==> src/rtl/lsu_bus_master_pkg.sv <==
// Shared types for the memory-stage bus initiator: pipeline bundle, access
// sizes, FSM states and the alignment rule.
package lsu_bus_master_pkg;

  // Bit 2 selects zero-extension, bits [1:0] the access size.
  typedef enum logic [2:0] {
    LoadByte  = 3'b000,
    LoadHalf  = 3'b001,
    LoadWord  = 3'b010,
    ULoadByte = 3'b100,
    ULoadHalf = 3'b101
  } MemType;

  // Stores reuse the signed encodings; only the size matters for them.
  localparam MemType StoreByte = LoadByte;
  localparam MemType StoreHalf = LoadHalf;
  localparam MemType StoreWord = LoadWord;

  // Pipeline bundle between execute and writeback. For memory ops wdata
  // carries the byte address on the way in and the result on the way out.
  typedef struct packed {
    logic        valid;
    logic        memr;
    logic        memw;
    MemType      memt;
    logic [4:0]  rd;
    logic [31:0] reg2;
    logic [32:0] wdata;
  } Signals;

  typedef enum logic [1:0] {
    IDLE,
    REQ,
    WAIT,
    DONE
  } LsuState;

  // Halves need a[0]=0, words need a[1:0]=0; bytes are always aligned.
  function automatic logic is_misaligned(MemType memt, logic [1:0] addr_lo);
    logic mis;
    case (memt)
      LoadHalf, ULoadHalf: mis = addr_lo[0];
      LoadWord:            mis = (addr_lo != 2'b00);
      default:             mis = 1'b0;
    endcase
    return mis;
  endfunction

endpackage

==> src/rtl/lsu_bus_master_mem_lane_align.sv <==
// Byte-lane steering for a 32-bit bus: strobes, store shifting, load
// extraction with sign/zero extension, and misalignment detection.
module mem_lane_align
  import lsu_bus_master_pkg::*;
(
  input  MemType      memt,
  input  logic [1:0]  addr_lo,
  input  logic [31:0] reg2,
  input  logic [31:0] rdata,
  output logic [3:0]  strb,
  output logic [4:0]  shift,
  output logic [31:0] store_word,
  output logic [31:0] load_word,
  output logic        misaligned
);

  logic [31:0] rdata_sh;

  // Lane enables and shift amount from access size and low address bits.
  always_comb begin
    strb  = 4'b1111;
    shift = 5'd0;
    case (memt)
      LoadByte, ULoadByte: begin
        strb  = 4'b0001 << addr_lo;
        shift = {addr_lo, 3'b000};
      end
      LoadHalf, ULoadHalf: begin
        strb  = addr_lo[1] ? 4'b1100 : 4'b0011;
        shift = {addr_lo[1], 4'b0000};
      end
      default: begin
        strb  = 4'b1111;
        shift = 5'd0;
      end
    endcase
  end

  assign store_word = reg2 << shift;
  assign rdata_sh   = rdata >> shift;
  assign misaligned = is_misaligned(memt, addr_lo);

  // Extract the addressed field and extend it; words have shift 0.
  always_comb begin
    load_word = rdata_sh;
    case (memt)
      LoadByte:  load_word = {{24{rdata_sh[7]}}, rdata_sh[7:0]};
      ULoadByte: load_word = {24'h0, rdata_sh[7:0]};
      LoadHalf:  load_word = {{16{rdata_sh[15]}}, rdata_sh[15:0]};
      ULoadHalf: load_word = {16'h0, rdata_sh[15:0]};
      default:   load_word = rdata_sh;
    endcase
  end

endmodule

==> src/rtl/lsu_bus_master.sv <==
// Memory-stage bus initiator: issues one load/store at a time on a
// valid/ready word bus, stalls upstream while it is outstanding, and
// returns the aligned/extended load result to the pipeline.
module lsu_bus_master
  import lsu_bus_master_pkg::*;
#(
  parameter int unsigned ADDR_BITS = 32
) (
  input  logic                 clk,
  input  logic                 rst,
  input  Signals               i_signals,
  output Signals               o_signals,
  output logic                 o_stall,
  output logic                 o_fault,
  output logic [ADDR_BITS-1:0] o_fault_addr,
  output logic                 o_req_valid,
  input  logic                 i_req_ready,
  output logic [ADDR_BITS-1:0] o_req_addr,
  output logic                 o_req_we,
  output logic [3:0]           o_req_strb,
  output logic [31:0]          o_req_wdata,
  input  logic                 i_rsp_valid,
  input  logic [31:0]          i_rsp_rdata
);

  LsuState              state_q, state_d;
  Signals               sig_q, sig_d;
  Signals               out_q, out_d;
  logic [ADDR_BITS-1:0] req_addr_q, req_addr_d;
  logic [3:0]           req_strb_q, req_strb_d;
  logic [31:0]          req_wdata_q, req_wdata_d;
  logic                 req_we_q, req_we_d;
  logic [31:0]          result_q, result_d;
  logic                 fault_q, fault_d;
  logic [ADDR_BITS-1:0] fault_addr_q, fault_addr_d;

  MemType               al_memt;
  logic [1:0]           al_addr_lo;
  logic [31:0]          al_reg2;
  logic [3:0]           al_strb;
  logic [4:0]           al_shift;
  logic [31:0]          al_store_word;
  logic [31:0]          al_load_word;
  logic                 al_misaligned;

  logic [ADDR_BITS-1:0] in_addr;
  logic                 in_is_mem;

  assign in_addr   = i_signals.wdata[ADDR_BITS-1:0];
  assign in_is_mem = i_signals.valid & (i_signals.memr ^ i_signals.memw);

  // Aligner looks at the incoming op while idle, the latched op otherwise.
  always_comb begin
    if (state_q == IDLE) begin
      al_memt    = i_signals.memt;
      al_addr_lo = i_signals.wdata[1:0];
      al_reg2    = i_signals.reg2;
    end else begin
      al_memt    = sig_q.memt;
      al_addr_lo = sig_q.wdata[1:0];
      al_reg2    = sig_q.reg2;
    end
  end

  mem_lane_align u_align (
    .memt       (al_memt),
    .addr_lo    (al_addr_lo),
    .reg2       (al_reg2),
    .rdata      (i_rsp_rdata),
    .strb       (al_strb),
    .shift      (al_shift),
    .store_word (al_store_word),
    .load_word  (al_load_word),
    .misaligned (al_misaligned)
  );

  // Shift amount is folded into store_word/load_word; not needed here.
  logic unused_shift;
  assign unused_shift = ^al_shift;

  // Next-state, bus request and stall decode.
  always_comb begin
    state_d      = state_q;
    sig_d        = sig_q;
    out_d        = out_q;
    req_addr_d   = req_addr_q;
    req_strb_d   = req_strb_q;
    req_wdata_d  = req_wdata_q;
    req_we_d     = req_we_q;
    result_d     = result_q;
    fault_d      = 1'b0;
    fault_addr_d = fault_addr_q;
    o_stall      = 1'b0;
    o_req_valid  = 1'b0;
    unique case (state_q)
      IDLE: begin
        if (in_is_mem) begin
          out_d = '0;
          if (al_misaligned) begin
            fault_d      = 1'b1;
            fault_addr_d = in_addr;
          end else begin
            o_stall     = 1'b1;
            state_d     = REQ;
            sig_d       = i_signals;
            req_addr_d  = {in_addr[ADDR_BITS-1:2], 2'b00};
            req_strb_d  = al_strb;
            req_wdata_d = al_store_word;
            req_we_d    = i_signals.memw;
            result_d    = 32'h0;
          end
        end else begin
          out_d = i_signals;
        end
      end
      REQ: begin
        o_stall     = 1'b1;
        o_req_valid = 1'b1;
        // Any response seen here is illegal and dropped.
        if (i_req_ready) state_d = sig_q.memw ? DONE : WAIT;
      end
      WAIT: begin
        o_stall = 1'b1;
        if (i_rsp_valid) begin
          result_d = al_load_word;
          state_d  = DONE;
        end
      end
      DONE: begin
        // Upstream still presents the finished op this cycle; ignore it.
        out_d       = sig_q;
        out_d.valid = 1'b1;
        out_d.wdata = {1'b0, result_q};
        state_d     = IDLE;
      end
    endcase
  end

  // State and datapath registers.
  always_ff @(posedge clk or posedge rst) begin
    if (rst) begin
      state_q      <= IDLE;
      sig_q        <= '0;
      out_q        <= '0;
      req_addr_q   <= '0;
      req_strb_q   <= '0;
      req_wdata_q  <= '0;
      req_we_q     <= 1'b0;
      result_q     <= '0;
      fault_q      <= 1'b0;
      fault_addr_q <= '0;
    end else begin
      state_q      <= state_d;
      sig_q        <= sig_d;
      out_q        <= out_d;
      req_addr_q   <= req_addr_d;
      req_strb_q   <= req_strb_d;
      req_wdata_q  <= req_wdata_d;
      req_we_q     <= req_we_d;
      result_q     <= result_d;
      fault_q      <= fault_d;
      fault_addr_q <= fault_addr_d;
    end
  end

  assign o_signals    = out_q;
  assign o_fault      = fault_q;
  assign o_fault_addr = fault_addr_q;
  assign o_req_addr   = req_addr_q;
  assign o_req_we     = req_we_q;
  assign o_req_strb   = req_strb_q;
  assign o_req_wdata  = req_wdata_q;

endmodule
==> config.mk <==
export PLATFORM = sky130hd
export DESIGN_NAME = lsu_bus_master
export DESIGN_NICKNAME = d
export VERILOG_FILES = /design/src/rtl/lsu_bus_master_pkg.sv /design/src/rtl/lsu_bus_master_mem_lane_align.sv /design/src/rtl/lsu_bus_master.sv
export SDC_FILE = /design/constraint.sdc
export NUM_CORES = 1
export LEC_CHECK = 0
export ABC_AREA = 1
export CORE_AREA = 2 2 167 169
export CTS_BUF_LIST = sky130_fd_sc_hd__clkbuf_16
export DETAILED_ROUTE_END_ITERATION = 8
export DIE_AREA = 0 0 169 171
export PLACE_DENSITY = 0.77
export SETUP_SLACK_MARGIN = 0.02
export SLEW_MARGIN = 15
export SYNTH_ARGS = -nofsm -noshare
export SYNTH_HDL_FRONTEND = slang
export SYNTH_HIERARCHICAL = 1
export SYNTH_SLANG_ARGS = --single-unit
==> constraint.sdc <==
create_clock -name clk -period 8.4 [get_ports clk]
set_input_delay 1.68 -clock clk [delete_from_list [all_inputs] [get_ports clk]]
set_output_delay 1.68 -clock clk [all_outputs]
set_load 0.01 [all_outputs]
==> out/qor.yml <==
status: "finished, final reports clean"
ys.warnings.count: 6
detail_route.vias_per_cell: 5.39
grt_max_degree: 221
wl_um: 37600
tns_ns: 0
arrival_ns: 4.71
max_slew.worst_pin.slew_ns: 1.13
post-cts-setup-buffers: 0
vias: 11400
switching_share_pct: 43.6
track_usage_pct: 25.5
synth_cells: 1544
cts.sinks: 253
setup_violations: 0
critPathKind: "reg -> out"
antenna_found_initial: 2
clockRootBuffer: "clkbuf_16"
final_cell_area_um2: 16100
pwr-share-clk_pct: 17.0
fin_crit_ns: 6.39
cts_made_buffers: 28
finalMaxSlewViolations: 0
crit_fanout: 76
drive_above_1_share_pct: 4.12
post-route-drc-count: 0
clkTransAtPathRegs_ns: 0.06
drtIter0Drc: 870
cts_resized: 0
slew-limit-headroom_pct: 24.9
fp-row-count: 61
area_delta_synth_final_pct: 30.6
initial_core_util_pct: 45.0
p_switching_mw: 3.19
p_int_mw: 4.13
boundaryPins: 292
gp_congestion: 0.971
maxCapViolCount: 0
port_buffers: 289
overflow: 0
clock_latency_ns: 0.55
fp.dieW_um: 169
syn_avg_cell_area_um2: 7.97
die_h_um: 171
rsz0062_at_grt: "no"
cp.required_ns: 6.72
peakVddDrop_uv: 258
fin_crit_sh_pct: 76.1
clock_path_buffers: 3
netlist_area_um2: 12300
cts_tree: "done"
wl_per_cell_um: 17.8
nNetsFinal: 1869
grt_pass1_vias: 11000
end_kind: "output port"
drt-pass1-iter-count: 6
coreArea_um2: 27300
combPwrFrac_pct: 53.9
dpl-instance-area_um2: 15100
p_leak_nw: 7.56
sequentialPowerShare_pct: 29.1
max_freq_mhz: 156
dpl.hpwl_um: 24700
ant_nets: 0
hold_violations: 0
grt_pass1_wl_um: 58800
clock_skew_ns: 0.0125
cts_hold_buf: 0
powerDensity_nw_per_um2: 455
ctsHtreeMaxLevel: 1
start_kind: "register"
min_path_type: "reg -> reg"
die-area_um2: 28900
-- power groups by stage --
stage	combinational [mW]	clock (mW)	sequential, mW
6_report	3.94	1.24	2.13
5_1_grt	4.35	1.31	2.20
4_1_cts	3.95	1.27	2.13
3_5_place_dp	3.93	0	2.14
3_3_place_gp	3.84	0	2.13
2_1_floorplan	2.25	0	2.27
-- registers in the layout, indices dropped and copies added, names as in the netlist --
| name | flops |
|---|---|
| state_q | 2 |
| o_fault_addr | 32 |
| o_req_we | 1 |
| o_req_strb | 4 |
| result_q | 32 |
| o_fault | 1 |
| o_req_addr | 30 |
| o_signals | 76 |
| sig_q | 43 |
| o_req_wdata | 32 |
-- path summary, 6_finish.rpt --
path	start	endpoint	slack [ns]	depth (start not counted)
min reg2reg	result_q[31]$_DFFE_PP0P_	result_q[31]$_DFFE_PP0P_	0.48	2
max in group asynchronous	rst	o_req_wdata[13]$_DFFE_PP0P_	5.10	4
max reg2reg	state_q[0]$_DFFE_PP0P_	result_q[23]$_DFFE_PP0P_	3.14	13
min	result_q[31]$_DFFE_PP0P_	result_q[31]$_DFFE_PP0P_	0.48	2
min in group asynchronous	rst	o_fault_addr[9]$_DFFE_PP0P_	1.74	3
max	state_q[0]$_DFFE_PP0P_	o_stall	2.01	11
-- cells in the final DEF (no fill, tap or decap), types with 3 or more instances in the layout --
cell and count:
nand2_1 304, clkdlybuf4s50_1 289, dfrtp_1 253, a21oi_1 184
inv_1 148, nor2_1 146, nand3_1 111, o21ai_1 101
o21ai_0 90, nand4_1 33, clkbuf_16 29, o211ai_1 18
o22ai_1 7, clkinvlp_4 5, clkinv_2 5, buf_4 5
inv_2 4, clkinv_1 4, bufinv_16 4, nand3_2 3
nand2_4 3, nor2_8 3
-- per-stage QoR --
step                      std cells  util (%)  total power, mW  hold WS [ns]  worst slack, ns
after floorplan                1545         -             4.53         0.442             3.39
after global placement         2069      55.4             5.97         0.457             2.13
after detailed placement       2069      55.4             6.07         0.459             2.06
after CTS                      2117      58.8             7.35         0.476             2.06
after global routing           2118      58.8             7.86         0.485             1.65
final                          2118      58.8             7.31         0.475             2.01
-- metal layers --
layer / share of wire [%] / up-vias / global-route usage (%)
li1: - / 5471 / -
met2: 48 / 475 / 42.2
met3: 7.5 / 89 / 4.09
met1: 41 / 5378 / 33.6
met5: 0 / - / 0
met4: 3.7 / 0 / 10.3
-- critical path: stages (launching register included) --
cell             delay, ns
dfrtp_1               0.46
inv_1                 0.17
ha_4                  0.18
clkinv_2              0.70
o21ai_2               1.14
inv_4                 0.11
nand2_1               0.12
o21ai_0               0.16
nor2_1                0.15
nand4_1               0.20
a21oi_1               0.20
clkdlybuf4s50_1       0.56
-- layout make-up --
type                    instances  area (um^2)
multi-input cells            1022         4830
flip-flops and latches        253         6330
fillers                      2427        11300
well taps                     346          433
diodes                          1         2.50
clock buffers                  29          726
repair buffers                296         2970
inverters                     152          578
clock inverters                19          196
(Power assumes the default switching activity.)
